### config.mk
export PLATFORM = sky130hd
export DESIGN_NAME = model_stream_adapter
export DESIGN_NICKNAME = d
export VERILOG_FILES = /design/src/rtl/model_stream_adapter.sv
export SDC_FILE = /design/constraint.sdc
export NUM_CORES = 1
export LEC_CHECK = 0
export CAP_MARGIN = 20
export CORE_ASPECT_RATIO = 0.75
export CORE_MARGIN = 1.5
export CORE_UTILIZATION = 30
export CTS_BUF_LIST = sky130_fd_sc_hd__clkbuf_16
export DETAILED_ROUTE_END_ITERATION = 6
export PLACE_DENSITY = 0.61
export SYNTH_ARGS = -nofsm -noshare
export SYNTH_HDL_FRONTEND = slang
export SYNTH_SLANG_ARGS = --single-unit
### constraint.sdc
create_clock -name clk -period 3.89 [get_ports clk]
set_input_delay 0.9725 -clock clk [delete_from_list [all_inputs] [get_ports clk]]
set_output_delay 0.9725 -clock clk [all_outputs]
set_load 0.02 [all_outputs]
### src/rtl/model_stream_adapter.sv
// Stream front/back end for the model core: collects XD input words onto model_x,
// pulses model_en, captures model_y after LAT cycles and streams YD result words out.
module model_stream_adapter #(
  parameter int unsigned XD  = 64,
  parameter int unsigned XB  = 11,
  parameter int unsigned YD  = 16,
  parameter int unsigned YB  = 10,
  parameter int unsigned LAT = 1
) (
  input  logic             clk,
  input  logic             rstn,
  input  logic             s_valid,
  output logic             s_ready,
  input  logic [XB-1:0]    s_data,
  input  logic             s_last,
  output logic             m_valid,
  input  logic             m_ready,
  output logic [YB-1:0]    m_data,
  output logic             m_last,
  output logic [XD*XB-1:0] model_x,
  output logic             model_en,
  input  logic [YD*YB-1:0] model_y,
  output logic             frame_err,
  output logic             busy
);

  localparam int unsigned IW = (XD > 1) ? $clog2(XD) : 1;
  localparam int unsigned OW = (YD > 1) ? $clog2(YD) : 1;
  localparam int unsigned WW = (LAT > 1) ? $clog2(LAT) : 1;
  localparam logic [IW-1:0] ILAST = IW'(XD - 1);
  localparam logic [OW-1:0] OLAST = OW'(YD - 1);
  localparam logic [WW-1:0] WINIT = WW'(LAT - 1);

  typedef enum logic [1:0] {ST_LOAD, ST_FIRE, ST_WAIT, ST_DRAIN} state_t;

  state_t           r_state;
  logic [IW-1:0]    r_icnt;
  logic [OW-1:0]    r_ocnt;
  logic [WW-1:0]    r_wcnt;
  logic [YD*YB-1:0] r_yreg;

  logic             w_in_hs;
  logic             w_out_hs;
  logic [OW-1:0]    w_onext;

  assign w_in_hs  = s_valid & s_ready;
  assign w_out_hs = m_valid & m_ready;
  assign w_onext  = r_ocnt + OW'(1);

  // Frame sequencer; every output is a register so m_data never depends on m_ready.
  always_ff @(posedge clk or negedge rstn) begin
    if (!rstn) begin
      r_state   <= ST_LOAD;
      r_icnt    <= '0;
      r_ocnt    <= '0;
      r_wcnt    <= '0;
      r_yreg    <= '0;
      s_ready   <= 1'b0;
      m_valid   <= 1'b0;
      m_data    <= '0;
      m_last    <= 1'b0;
      model_x   <= '0;
      model_en  <= 1'b0;
      frame_err <= 1'b0;
      busy      <= 1'b0;
    end else begin
      model_en  <= 1'b0;
      frame_err <= 1'b0;
      case (r_state)
        ST_LOAD: begin
          s_ready <= 1'b1;
          busy    <= 1'b0;
          if (w_in_hs) begin
            model_x[r_icnt*XB +: XB] <= s_data;
            if (r_icnt == ILAST) begin
              // A missing s_last on the final word is flagged but the frame still runs.
              r_icnt    <= '0;
              r_state   <= ST_FIRE;
              s_ready   <= 1'b0;
              busy      <= 1'b1;
              model_en  <= 1'b1;
              frame_err <= ~s_last;
            end else if (s_last) begin
              r_icnt    <= '0;
              frame_err <= 1'b1;
            end else begin
              r_icnt <= r_icnt + IW'(1);
            end
          end
        end
        ST_FIRE: begin
          r_wcnt  <= WINIT;
          r_state <= ST_WAIT;
        end
        ST_WAIT: begin
          if (r_wcnt == '0) begin
            r_yreg  <= model_y;
            r_ocnt  <= '0;
            m_valid <= 1'b1;
            m_data  <= model_y[YB-1:0];
            m_last  <= (YD == 1);
            r_state <= ST_DRAIN;
          end else begin
            r_wcnt <= r_wcnt - WW'(1);
          end
        end
        ST_DRAIN: begin
          if (w_out_hs) begin
            if (r_ocnt == OLAST) begin
              r_ocnt  <= '0;
              m_valid <= 1'b0;
              m_last  <= 1'b0;
              busy    <= 1'b0;
              s_ready <= 1'b1;
              r_state <= ST_LOAD;
            end else begin
              r_ocnt <= w_onext;
              m_data <= r_yreg[w_onext*YB +: YB];
              m_last <= (w_onext == OLAST);
            end
          end
        end
        default: r_state <= ST_LOAD;
      endcase
    end
  end

endmodule

==> results of run 1 <==
-- cell families after synthesis --
group	count (synthesis)
AO/OA/AOI/OAI	67
flip-flops	892
adder cells (fa/ha/maj)	10
buffers and inverters	161
XOR/XNOR	9
AND/OR/NAND/NOR	321
multiplexers	905
-- layer usage --
metal  up-vias  GRT usage  routed length (um)
li1      10490          -                   -
met5         -          0                 109
met4        16    0.04349                2349
met1     12750     0.2772               56440
met3       136    0.05392                8291
met2       729     0.3496               63650
-- layout by cell type (no fill, tap or decap), types with 9 or more instances in the layout --
cell,n
o22ai_1,9
nor3_1,13
and2_1,65
clkinv_2,9
clkinv_1,22
nor3_2,14
mux4_2,40
nand4_1,17
mux2_4,10
and3_1,53
a21oi_1,14
nand2_1,41
mux2_2,855
nand3_1,36
inv_1,36
clkbuf_16,95
nor2_1,59
clkdlybuf4s50_1,886
buf_4,136
dfrtp_1,892
a221oi_1,9
buf_12,17
-- worst reg2reg max path, delay by kind of cell, from the launching register on --
family,cells,cell delay [ps]
multiplexers,1,520
AO/OA/AOI/OAI,1,240
buffers and inverters,1,310
AND/OR/NAND/NOR,3,1630
flip-flops,1,580
-- power groups by stage --
stage	Combinational, uW	Sequential (uW)	Clock, uW
final	5010	10500	8610
after global routing	5260	10600	9230
after CTS	5100	10500	8850
after detailed placement	5080	10700	0
after global placement	5060	10700	0
after floorplan	1070	11600	0
-- worst paths after layout --
check | startpoint | end | slack (ps) | depth (start not counted)
setup / recovery | r_icnt[2] | model_x[238] | 480 | 6
hold / removal | rstn | model_x[561] | 250 | 1
setup reg to reg | r_icnt[2] | model_x[238] | 480 | 6
hold reg to reg | model_x[95] | model_x[95] | 500 | 1
max in group asynchronous | rstn | r_yreg[59] | 2400 | 3
min in group clk | model_x[95] | model_x[95] | 500 | 1
-- through the flow --
stage	power, uW	area (um^2)
after CTS	24470	50700
after detailed placement	15780	47800
final	24160	50720
after global placement	15720	47800
after floorplan	12710	36060
after global routing	25120	50710
-- final cells by class --
type / count / share of cell area
sequential: 892 / 0.4401
multi-input combinational: 1312 / 0.2604
timing repair buffer: 1048 / 0.2028
clock buffer: 95 / 0.04687
tap: 1554 / 0.03834
clock inverter: 73 / 0.01048
inverter: 10 / 0.0007401
antenna: 6 / 0.0002960
-- state kept, by name (all words and copies together) (netlist names) --
signal     count
busy           1
frame_err      1
m_data        10
m_last         1
m_valid        1
model_en       1
model_x      704
r_icnt         6
r_ocnt         4
r_state        2
r_yreg       160
s_ready        1
==> results.cfg, run 1 <==
[final_layout]
ff_latch_area_um2 = 22320
nNetsFinal = 3544
multi_input_area_um2 = 13210
final_util = 0.4280
layout-drive-gt1-share = 0.3554
finalNonFillerCells = 4990
fill_cells = 10940
area_growth_pct = 40.67

[power]
p_leak_uw = 0.02391
p_comb_frac = 0.208
netSwitchingPower_uw = 7052
seqPwrFrac = 0.436
p_int_uw = 17110
clockPowerShare = 0.356
peakVddDrop_v = 0.0003018
sw_frac_of_total = 0.2918
power_per_cell_area_nw_per_um2 = 476.4

[job]
drv_cap = 0

[critical_path]
max_stage_delay_ps = 620
critPathTopFamily = simple AND/OR/NAND/NOR gates
start_kind = register
required_ps = 4450
cp.arrival_ps = 3970
crit_slowest_cell = or4_4
worstPathCellList = or4_4 -> o21a_1 -> nor2_4 -> buf_4 -> nand3_1 -> mux2_2
cp_num_buf_inv = 1
criticalPathCategory = reg -> reg
end_kind = register
critPathMaxFanout = 15

[place]
place_hpwl_mm = 97.17
portBuffers = 895
place_inst = 4816
pre_cts_slack_ps = 103.2
routabilityCongestion = 0.8402

[synthesis]
yosysMostFrequentCell = dfrtp_1
synth-seq-cells = 892
synth_top_area_share = 0.6191
async_flop_share = 1.000
synth-simple-area-share = 0.04737
synth_top_family_by_area = multiplexers
syn-num-nets = 2551
synth_warnings = 0
synth-edff-count = 0
synth-compound-area-share = 0.01280
synth_cell_types = 56
synth_xor_area_frac = 0.002186
syn-cell-area_um2 = 36060
synth_area_leader_cell = dfrtp_1
avgSynthCellArea_um2 = 15.25
synth_mux_area_frac = 0.2962
yosysSeqAreaShare = 0.6191
synthCells = 2365
synth.cells.most_frequent = dfrtp_1, mux2_2, clkbuf_1
synth_ff_type = dfrtp_1
synth_area_leaders = dfrtp_1, mux2_2, mux4_2
synthAdderAreaFrac = 0.003470

[clocking]
clk_latency_ps = 680
path_clk_slew_ps = 60
cts_htree_levels = 3
clock_sinks = 892
cts_tree = done
clockBufferDepth = 3
cts_setup_buffers = 0
cts_inserted_buffers = 94
postCtsHoldBufs = 0
root_buffer = clkbuf_16
cts_resized = 0

[grt]
grt_max_degree = 84
grt.total_usage = 0.2102
grt-ovfl-total = 0
grt_pass1_vias = 25120
grt_pass1_wl_mm = 186.3
antenna_found_initial = 25

[sta]
timing.final.ws_setup_ps = 482.8
min_period_ps = 3407
rsz0062_at_grt = false
finalClockSkew_ps = 24.45
final_hold_viol_count = 0
setup_violations = 0
fin_crit_sh = 0.8759
drv_slew = 0
setup-tns-final_ps = 0
clock.fmax_mhz = 293.5
fin_hold_ws_ps = 247.2
worstMarginPinSlew_ps = 1035
slew_headroom = 0.3103

[route]
vias = 24120
routed_wl_mm = 130.8
remaining_drc_errors = 0
drtPass1Iterations = 5
avgViaCountPerCell = 4.834
wl_per_cell_um = 26.22
drt_iter0_drc = 1226
ant_nets = 0

[floorplan]
core_area_um2 = 118500
num_rows = 109
dieArea_um2 = 122300
ios = 896
die_h_um = 303.2
start_util = 0.3042
die_w_um = 403.3

[worst_hold_path]
worst_hold_path_type = in -> async

[status]
status = completed
Power figures use the tool's default switching activity.
==> run 2: changes to the inputs <==
--- a/config.mk
+++ b/config.mk
@@ -10,8 +10,10 @@
 export CORE_MARGIN = 1.5
 export CORE_UTILIZATION = 30
 export CTS_BUF_LIST = sky130_fd_sc_hd__clkbuf_16
+export CTS_CLUSTER_SIZE = 40
 export DETAILED_ROUTE_END_ITERATION = 6
 export PLACE_DENSITY = 0.61
 export SYNTH_ARGS = -nofsm -noshare
 export SYNTH_HDL_FRONTEND = slang
 export SYNTH_SLANG_ARGS = --single-unit
+export TNS_END_PERCENT = 50
==> results of run 2 <==
Final layout, timing and power as in run 1 (identical DEF).
